$ cat src/rtl/result_pager.sv
// Latches a result word and pages it, one byte per page, onto two seven-segment
// digits from the highest non-zero byte down to byte 0, with a blank gap before each page.
module result_pager #(
    parameter int RESULT_WIDTH = 64,
    parameter int DWELL_CYCLES = 25_000_000,
    parameter int BLANK_CYCLES = 2_500_000
) (
    input  logic                    clock,
    input  logic                    reset,
    input  logic                    result_valid,
    input  logic [RESULT_WIDTH-1:0] result,
    output logic [6:0]              ss1_A_G,
    output logic [6:0]              ss2_A_G,
    output logic [3:0]              page_led,
    output logic                    busy
);

    localparam int NPAGES  = RESULT_WIDTH / 8;
    localparam int PAGE_W  = (NPAGES > 1) ? $clog2(NPAGES) : 1;
    localparam int CNT_MAX = (DWELL_CYCLES > BLANK_CYCLES) ? DWELL_CYCLES : BLANK_CYCLES;
    localparam int CNT_W   = $clog2(CNT_MAX + 1);

    localparam logic [CNT_W-1:0] DWELL_LAST = CNT_W'(DWELL_CYCLES - 1);
    localparam logic [CNT_W-1:0] BLANK_LAST = CNT_W'((BLANK_CYCLES > 0) ? BLANK_CYCLES - 1 : 0);
    localparam logic [6:0]       SEG_DASH   = 7'h7E;
    localparam logic [6:0]       SEG_OFF    = 7'h7F;

    typedef enum logic [1:0] {IDLE, BLANK, SHOW} state_t;

    state_t                  state;
    logic [CNT_W-1:0]        cnt;
    logic [RESULT_WIDTH-1:0] word;
    logic [PAGE_W-1:0]       top;
    logic [PAGE_W-1:0]       page;

    logic [PAGE_W-1:0]       top_in;
    logic [PAGE_W-1:0]       next_page;
    logic [7:0]              cur_byte;
    logic [7:0]              nxt_byte;
    logic [7:0]              new_byte;

    function automatic logic [6:0] glyph(input logic [3:0] n);
        case (n)
            4'h0: glyph = 7'h01;
            4'h1: glyph = 7'h4F;
            4'h2: glyph = 7'h12;
            4'h3: glyph = 7'h06;
            4'h4: glyph = 7'h4C;
            4'h5: glyph = 7'h24;
            4'h6: glyph = 7'h20;
            4'h7: glyph = 7'h0F;
            4'h8: glyph = 7'h00;
            4'h9: glyph = 7'h04;
            4'hA: glyph = 7'h08;
            4'hB: glyph = 7'h60;
            4'hC: glyph = 7'h31;
            4'hD: glyph = 7'h42;
            4'hE: glyph = 7'h30;
            default: glyph = 7'h38;
        endcase
    endfunction

    function automatic logic [7:0] byte_at(input logic [RESULT_WIDTH-1:0] w,
                                           input logic [PAGE_W-1:0] pg);
        byte_at = w[pg*8 +: 8];
    endfunction

    // Highest non-zero byte wins; an all-zero word leaves top at 0.
    always_comb begin
        top_in = '0;
        for (int i = 1; i < NPAGES; i++) begin
            if (result[i*8 +: 8] != 8'h00) top_in = PAGE_W'(i);
        end
    end

    assign next_page = (page == '0) ? top : page - 1'b1;
    assign cur_byte  = byte_at(word, page);
    assign nxt_byte  = byte_at(word, next_page);
    assign new_byte  = byte_at(result, top_in);

    always_ff @(posedge clock) begin
        if (reset) begin
            state    <= IDLE;
            cnt      <= '0;
            word     <= '0;
            top      <= '0;
            page     <= '0;
            ss1_A_G  <= SEG_DASH;
            ss2_A_G  <= SEG_DASH;
            page_led <= 4'h0;
            busy     <= 1'b0;
        end else if (result_valid) begin
            // A new result overrides whatever page is in progress.
            word     <= result;
            top      <= top_in;
            page     <= top_in;
            cnt      <= '0;
            busy     <= 1'b1;
            page_led <= 4'(top_in);
            if (BLANK_CYCLES == 0) begin
                state   <= SHOW;
                ss1_A_G <= glyph(new_byte[7:4]);
                ss2_A_G <= glyph(new_byte[3:0]);
            end else begin
                state   <= BLANK;
                ss1_A_G <= SEG_OFF;
                ss2_A_G <= SEG_OFF;
            end
        end else begin
            case (state)
                BLANK: begin
                    if (cnt == BLANK_LAST) begin
                        cnt     <= '0;
                        state   <= SHOW;
                        ss1_A_G <= glyph(cur_byte[7:4]);
                        ss2_A_G <= glyph(cur_byte[3:0]);
                    end else begin
                        cnt <= cnt + 1'b1;
                    end
                end
                SHOW: begin
                    if (cnt == DWELL_LAST) begin
                        cnt      <= '0;
                        page     <= next_page;
                        page_led <= 4'(next_page);
                        if (BLANK_CYCLES == 0) begin
                            state   <= SHOW;
                            ss1_A_G <= glyph(nxt_byte[7:4]);
                            ss2_A_G <= glyph(nxt_byte[3:0]);
                        end else begin
                            state   <= BLANK;
                            ss1_A_G <= SEG_OFF;
                            ss2_A_G <= SEG_OFF;
                        end
                    end else begin
                        cnt <= cnt + 1'b1;
                    end
                end
                default: begin
                    state <= IDLE;
                end
            endcase
        end
    end

endmodule

$ cat config.mk
export PLATFORM = sky130hd
export DESIGN_NAME = result_pager
export DESIGN_NICKNAME = d
export VERILOG_FILES = /design/src/rtl/result_pager.sv
export SDC_FILE = /design/constraint.sdc
export NUM_CORES = 1
export LEC_CHECK = 0
export CAP_MARGIN = 40
export CORE_UTILIZATION = 58
export DETAILED_ROUTE_END_ITERATION = 8
export PLACE_DENSITY = 0.85
export SLEW_MARGIN = 5
export SYNTH_ARGS = -nofsm -noshare
export SYNTH_HDL_FRONTEND = slang
export SYNTH_SLANG_ARGS = --single-unit
$ cat constraint.sdc
create_clock -name clock -period 7.6 [get_ports clock]
set_clock_uncertainty 0.05 [all_clocks]
set_input_delay 1.14 -clock clock [delete_from_list [all_inputs] [get_ports clock]]
set_output_delay 1.14 -clock clock [all_outputs]
set_load 0.01 [all_outputs]
* Word-level counts from Yosys, hierarchy flattened
Memories as Yosys holds them, arrays and structs flattened. Index checks and enable logic that the tools add are counted. Widths: inputs -> output; s select.
Storage, ports and cells: output and inout port bits 19, RAM bits 0, word-level logic and storage cells 71, ROM bits 224, input bits 67, memories kept 2, latch bits 0, register bits 115
Memory list:
- (name not given) | depth 16, bits a word 7, rd ports 1, clocked after memory_dff 0, wr ports 0, RTL line 43 | case (n)
- (name not given) | depth 16, bits a word 7, rd ports 1, clocked after memory_dff 0, wr ports 0, RTL line 43
Operators by class: reductions and logical operators 18, order comparisons 0, divide/modulo/power cells 0, shift-type cells 1, add/subtract/negate cells 2, equal/unequal tests 8, bitwise operators 0, multipliers 0, multiplexer cells 28
Operator list (number):
- $shiftx 64x7->8 | 1
- $reduce_bool 8->1 | 7
- $mux 25 | 2
- $pmux 25 s2 | 1
- $mux 3 | 13
- $pmux 7 s2 | 2
- $add 25x1->25 const B | 1
- $eq 25x22->1 const B | 1
- $eq 25x25->1 const B | 1
- $mux 7 | 3
- $ne 3x3->1 const B | 2
- $reduce_and 2->1 | 3
- $reduce_and 3->1 | 2
- $reduce_bool 2->1 | 3
- $mux 1 | 4
- $mux 2 | 2
- $ne 2x2->1 const B | 2
- $pmux 2 s2 | 1
- $logic_not 3->1 | 1
- $reduce_bool 3->1 | 1
- $sub 3x1->3 const B | 1
- $eq 2x1->1 const B | 1
- $eq 2x2->1 const B | 1
- $reduce_or 2->1 | 1

* Logic depth before layout (Yosys ltp)
word-level depth 9, mapped depth 11, mapped depth without buffers 9

* Worst setup path before layout
Ideal clock, no wire load.
path type register to register, start point register page_led[0] (netlist name), end point register ss1_A_G[0], path buffers 2, setup slack 4688 ps, setup time 131 ps, arrival 2731 ps, clock period less this slack 2912 ps, cell stages (with the launch flop) 10, data required time 7419 ps, path through dfxtp_1 > buf_4 > buf_4 > mux4_2 > mux2i_1 > inv_1 > ha_1 > mux2_2 > a2111oi_0 > nor3_1
RTL lines:
- end signal, assigned | RTL line 102 | ss1_A_G <= glyph(new_byte[7:4]);
- end signal, assigned | RTL line 115 | ss1_A_G <= glyph(cur_byte[7:4]);
- end signal, assigned | RTL line 128 | ss1_A_G <= glyph(nxt_byte[7:4]);
- end, declared | RTL line 12 | output logic [6:0] ss1_A_G,

==> flow_summary.toml <==
[worst_setup_path]
required_ps = 7790
worstPathMaxFanout = 14
max_stage_delay_ps = 620
criticalPathCategory = "flop to flop"
crit_buf_inv = 2
endpoint_kind = "flop"
cp.arrival_ps = 3520
path_delay_family = "multiplexers"
path_cells = "buf_16 > mux4_2 > mux2i_1 > inv_1 > ha_1 > mux2_2 > a2111oi_0 > nor3_1"
crit_slowest_cell = "dfxtp_1"
r2r-start = "page_led[0]"
crit_path_start_kind = "flop"
r2r_slack_ps = 4280
rr_worst_depth = 8
critPathLaunch = "page_led[0]"
regToRegEndpoint = "ss1_A_G[0]"

[sta]
worst_slew_margin_rel_pct = 40.10
finalSetupTns_ps = 0
maxSlewViolCount = 0
rsz0062_at_grt = "no"
finalSetupViolations = 0
finalCriticalPeriod_ps = 3324
finalCritPeriodShare_pct = 43.74
max_freq_ghz = 0.3008
worst_pin_slew_ps = 895.2
hold_viol = 0

[global_route]
grt_use_met1_pct = 31.58
use_met2_pct = 48.54
busiest_layer = "met2"
grt_max_degree = 74
use_met3_pct = 4.596
antenna_found_initial = 0
grtUsageTotal_pct = 27.28
overflow = 0
grt_pass1_vias = 4489
grt_pass1_wl_um = 21220

[clocking]
cts-resized-gates = 0
cts_max_level = 3
cts_root_buf = "clkbuf_8"
cts_hold_buf = 0
cts_setup_buffers = 0
cts_buffers = 9
cts_tree = "yes"
clk_latency_ps = 380
clk_pin_slew_worst_paths_ps = 110
clk_path_buf_depth = 2
clock-sinks = 112

[status]
status = "complete, no violations"

[power_and_ir_drop]
p_per_area_mw_per_mm2 = 182.3
p_total_mw = 1.222
vdd_drop_max_v = 0.0001237
power_leakage_nw = 2.623

[drt]
vias_per_cell = 5.808
wl_per_cell_um = 16.89
routed_wl_um = 13140
drtAntennaViolNets = 0
dr.first_iter.drc_count = 232
num_vias = 4519
first_pass_iters = 4
route.detailed.drc = 0

[worst_hold_path]
hold_path_depth = 1
hold_class = "flop to flop"
min_from = "ss1_A_G[1]"
hold_path_end = "ss1_A_G[1]"

[synth]
yosysWarnings = 0
yosysUniqueCellTypes = 59
synthArstFlopShare_pct = 0
synth_seq_area_share_pct = 40.18
ys_top_cells_by_area = "dfxtp_1, mux2i_1, nor2_1"
ys.flop_type = "dfxtp_1"
synth_area_mm2 = 0.005580
yosysTopAreaCell = "dfxtp_1"
yosysTopAreaCellShare_pct = 40.18
syn_nets = 663
synth_edf_count = 0
avgSynthCellArea_um2 = 9.638
synth.ff_latch_count = 112
synthCells = 579

[cells_and_area]
finalNetCount = 729
drive_gt1_share_pct = 10.32
n_antenna_cell = 0
area_delta_synth_final_pct = 20.07
post-route-util_pct = 72.17

[die]
start_util_pct = 60.11
die_area_mm2 = 0.01002
ios = 86
core_area_mm2 = 0.009284
fp.dieW_um = 100.1
num_rows = 35
die_h_um = 100.1

[placed_design]
post-dp-hpwl_um = 9709
port_buffers = 84
globalplace.congestion = 0.8918

[flow_run]
cap_violations = 0
-- state kept, by name, indices dropped and copies added, names as in the netlist --
register / cells
top: 3
ss2_A_G: 7
ss1_A_G: 7
page_led: 3
cnt: 25
busy: 1
word: 64
state: 2
-- metrics by stage --
| step | hold WS, ps | area, µm² | std cells | setup WS (ps) |
|---|---|---|---|---|
| floorplan | 374.9 | 5580 | 579 | 4688 |
| global placement | 385.2 | 6417 | 759 | 4162 |
| detailed placement | 402.1 | 6487 | 762 | 4391 |
| CTS | 437.7 | 6693 | 777 | 4333 |
| global route | 459.2 | 6700 | 778 | 4153 |
| finish | 439.0 | 6700 | 778 | 4276 |
-- layout make-up --
type	count	area [µm²]
repair buffers	89	918.4
fillers	726	2584
clock inverters	6	81.33
flip-flops and latches	112	2242
multi-input cells	418	3117
clock buffers	9	123.9
inverters	15	56.30
well taps	129	161.4
-- layout by cell type (no fill, tap or decap), drive strengths merged, types with 4 or more instances in the layout --
cell type / count
a21oi: 11
a2bb2oi: 5
buf: 6
clkbuf: 10
clkdlybuf4s50: 82
clkinv: 4
dfxtp: 112
ha: 17
inv: 16
mux2i: 83
mux4: 14
nand2: 24
nand3: 11
nand3b: 4
nand4: 9
nor2: 117
nor2b: 10
nor3: 9
nor4: 10
o21ai: 12
o32a: 4
or2: 4
or4: 6
xnor2: 10
xor2: 14
-- Yosys cell counts (9+ instances only) --
cell type	n
nand2_1	24
inv_1	15
mux4_2	14
nor2b_1	10
a21oi_1	11
clkbuf_1	14
nor2_1	97
nand4_1	9
nor2_2	20
mux2i_1	81
nor3_1	9
xnor2_1	10
xor2_1	14
nor4_1	10
ha_1	17
dfxtp_1	112
nand3_1	11
-- power breakdown --
part / internal (mW) / switching [mW] / total (mW)
clock: 0.157 / 0.213 / 0.370
combinational: 0.110 / 0.105 / 0.216
sequential: 0.614 / 0.0218 / 0.636
-- how the worst max path moves through the flow --
| stage | cells past startpoint | to |
|---|---|---|
| after floorplan | 9 | ss1_A_G[0] |
| after global placement | 7 | ss1_A_G[0] |
| after detailed placement | 8 | ss1_A_G[0] |
| after CTS | 8 | ss1_A_G[0] |
| after global routing | 8 | ss1_A_G[0] |
| final | 8 | ss1_A_G[0] |
-- kinds of logic after synthesis --
kind of cell	share of synthesized area [%]
multiplexers	21.08
AND/OR/NAND/NOR	20.04
adder cells (fa/ha/maj)	3.812
other	0.06720
flip-flops	40.18
XOR/XNOR	3.767
AO/OA/AOI/OAI	7.086
buffers and inverters	3.969
-- routing by layer --
layer | vias up | wire (µm)
met2 | 131 | 6640
li1 | 2177 | -
met4 | 0 | 496
met5 | - | 0
met1 | 2172 | 5517
met3 | 39 | 483
Power figures use the tool's default switching activity.
==> RTL edit: new RTL, config.mk and constraints unchanged <==
Re-encode `state_t` (3 states) as one-hot, 3 bits wide.
--- a/src/rtl/result_pager.sv
+++ b/src/rtl/result_pager.sv
@@ -26,5 +26,5 @@
     localparam logic [6:0]       SEG_OFF    = 7'h7F;
 
-    typedef enum logic [1:0] {IDLE, BLANK, SHOW} state_t;
+    typedef enum logic [2:0] {IDLE = 3'b001, BLANK = 3'b010, SHOW = 3'b100} state_t;
 
     state_t                  state;
Function: no difference found for any inputs over 10 cycles, from zero or initial values and one cycle with reset high; not proved beyond that.
==> RTL edit against the original RTL <==
Total power up 36%. Synthesized cell count up 1.9%. Routed wire length up 13%. Core utilization up 4.7 points. Design area up 7.5%. Sequential cell count up 1. Area after synthesis up 1.7%. Worst setup slack better by 0.019 ns. Critical path type is now reg -> out. Largest cell class unchanged.
==> RTL edit: results (changes against the original RTL) <==
[status]
status = finished clean  ; unchanged

[worst_setup_path]
r2r_setup_slack_ns = 4.36  ; was 4.28 ns
critPathMaxStageDelay_ns = 0.91  ; was 0.62 ns
crit_fanout = 20  ; was 14
worstReg2RegEnd = ss1_A_G[1]  ; was ss1_A_G[0]
crit_family = flip-flops  ; was multiplexers
worst-r2r-cell-count = 10  ; was 8
reg2reg_from = page_led[0]  ; unchanged

[route]
num_vias = 4833  ; was 4519
drt_pass1_iterations = 5  ; was 4
first_iter_violations = 270  ; was 232
drc = 0  ; unchanged
finalWirelength_um = 14800  ; was 13100 um

[hold_path]
worstHoldStart = top[2]  ; was ss1_A_G[1]
holdPathStages = 2  ; was 1
hold_end = top[2]  ; was ss1_A_G[1]

[place]
place_congestion = 0.861  ; was 0.892
post_dp_cell_area_sq_um = 6580  ; was 6490 sq um
hpwl_um = 10200  ; was 9710 um
dp.cells = 773  ; was 762

[synth]
postSynthCellCount = 590  ; was 579
synth_common_cells = 113 x dfxtp_1, 108 x nor2_1, 80 x mux2i_1  ; was 112 x dfxtp_1, 97 x nor2_1, 81 x mux2i_1
yosysWarnings = 0  ; unchanged
synth_top_area_share_pct = 39.9  ; was 40.2%
syn_nets = 672  ; was 663
seq_area_frac_synth_pct = 39.9  ; was 40.2%
synthTopCellsByArea = dfxtp_1 40%, mux2i_1 14%, nor2_1 7.1%  ; was dfxtp_1 40%, mux2i_1 15%, nor2_1 6.5%
synthArstFlopShare_pct = 0  ; unchanged

[cts]
cts_buffers = 17  ; was 9
cts.clk_slew.worst_paths_ns = 0.06  ; was 0.11 ns
post_cts_buffers = 0  ; unchanged
clockBufferDepth = 2  ; unchanged
clkLatencyLatePin_ns = 0.52  ; was 0.38 ns
htree_levels = 4  ; was 3

[global_routing]
grtUsageTotal_pct = 30.9  ; was 27.3%
grt_pass1_wl_um = 23900  ; was 21200 um
grt_start_max_net_pins = 75  ; was 74
grt_pass1_vias = 4915  ; was 4489

[cells_and_area]
fill_cells = 622  ; was 726
drive_gt1_share_pct = 10.3  ; about the same
fin_nets = 746  ; was 729
top_regs = word x64, cnt x25  ; unchanged
instances_no_fill = 806  ; was 778

[sta]
holdWs_ns = 0.401  ; was 0.439 ns
relSlewSlack_pct = 39.3  ; was 40.1%

[power_and_ir_drop]
pwr-share-comb_pct = 12.5  ; was 17.7%
leakage_nw = 2.84  ; was 2.62 nW
p_seq_share_pct = 38.3  ; was 52.1%
power.internal_mw = 1.27  ; was 0.881 mW
vdd_drop_max_mv = 0.177  ; was 0.124 mV
powerComb_mw = 0.208  ; was 0.216 mW

[RTL edit: changes by cell type in the layout (fill, tap and decap cells not counted), sizes merged, moves of 5 or more]
cell / before / now
clkbuf: 10 / 23
nand2: 24 / 29
nor2: 117 / 109
nor2b: 10 / 2
nor3: 9 / 14
nor4: 10 / 18
o21ai: 12 / 4
xnor2: 10 / 23
xor2: 14 / 3
[RTL edit: final cells by class]
type,instances,share of cell area (%)
Timing Repair Buffer,89,12.8
Inverter,20,1.04
Clock buffer,22,6.29
Sequential cell,113,31.4
Multi-Input combinational cell,423,44.1
Tap cell,129,2.24
Clock inverter,10,2.19
[RTL edit: kinds of logic after synthesis]
kind of cell | share of synthesized area, %
adders and majority gates | 3.31
and+or+nand+nor | 20.0
muxes | 21.3
other | 0.0661
buffers and inverters | 4.21
xor gates and xnor gates | 4.01
AOI/OAI and AO/OA | 7.25
DFF | 39.9
[RTL edit: metrics by stage]
step	util [%]	setup WS [ns]
after floorplan	-	4.96
after global placement	69.5	4.25
after detailed placement	70.3	4.32
after CTS	76.8	4.30
after global routing	76.8	4.15
final	76.8	4.29
[RTL edit: how the worst max path moves through the flow]
stage	startpoint	endpoint	slack [ns]	cells after the start
3_5_place_dp	reset	ss2_A_G[6]	4.32	5
2_1_floorplan	page_led[0]	ss1_A_G[2]	4.96	9
5_1_grt	page_led[0]	ss1_A_G[1]	4.15	10
6_report	page_led[2]	page_led[2]	4.29	1
3_3_place_gp	page_led[0]	ss1_A_G[1]	4.25	9
4_1_cts	page_led[2]	page_led[2]	4.30	1
[RTL edit: routing by layer]
metal	wire, um	track usage (%)	part of all wire, %	vias to the layer above
li1	-	-	-	2260
met1	6160	36.0	42	2322
met2	7190	51.9	49	197
met3	912	8.81	6.2	54
met4	533	15.7	3.6	0
met5	0	0	0	-
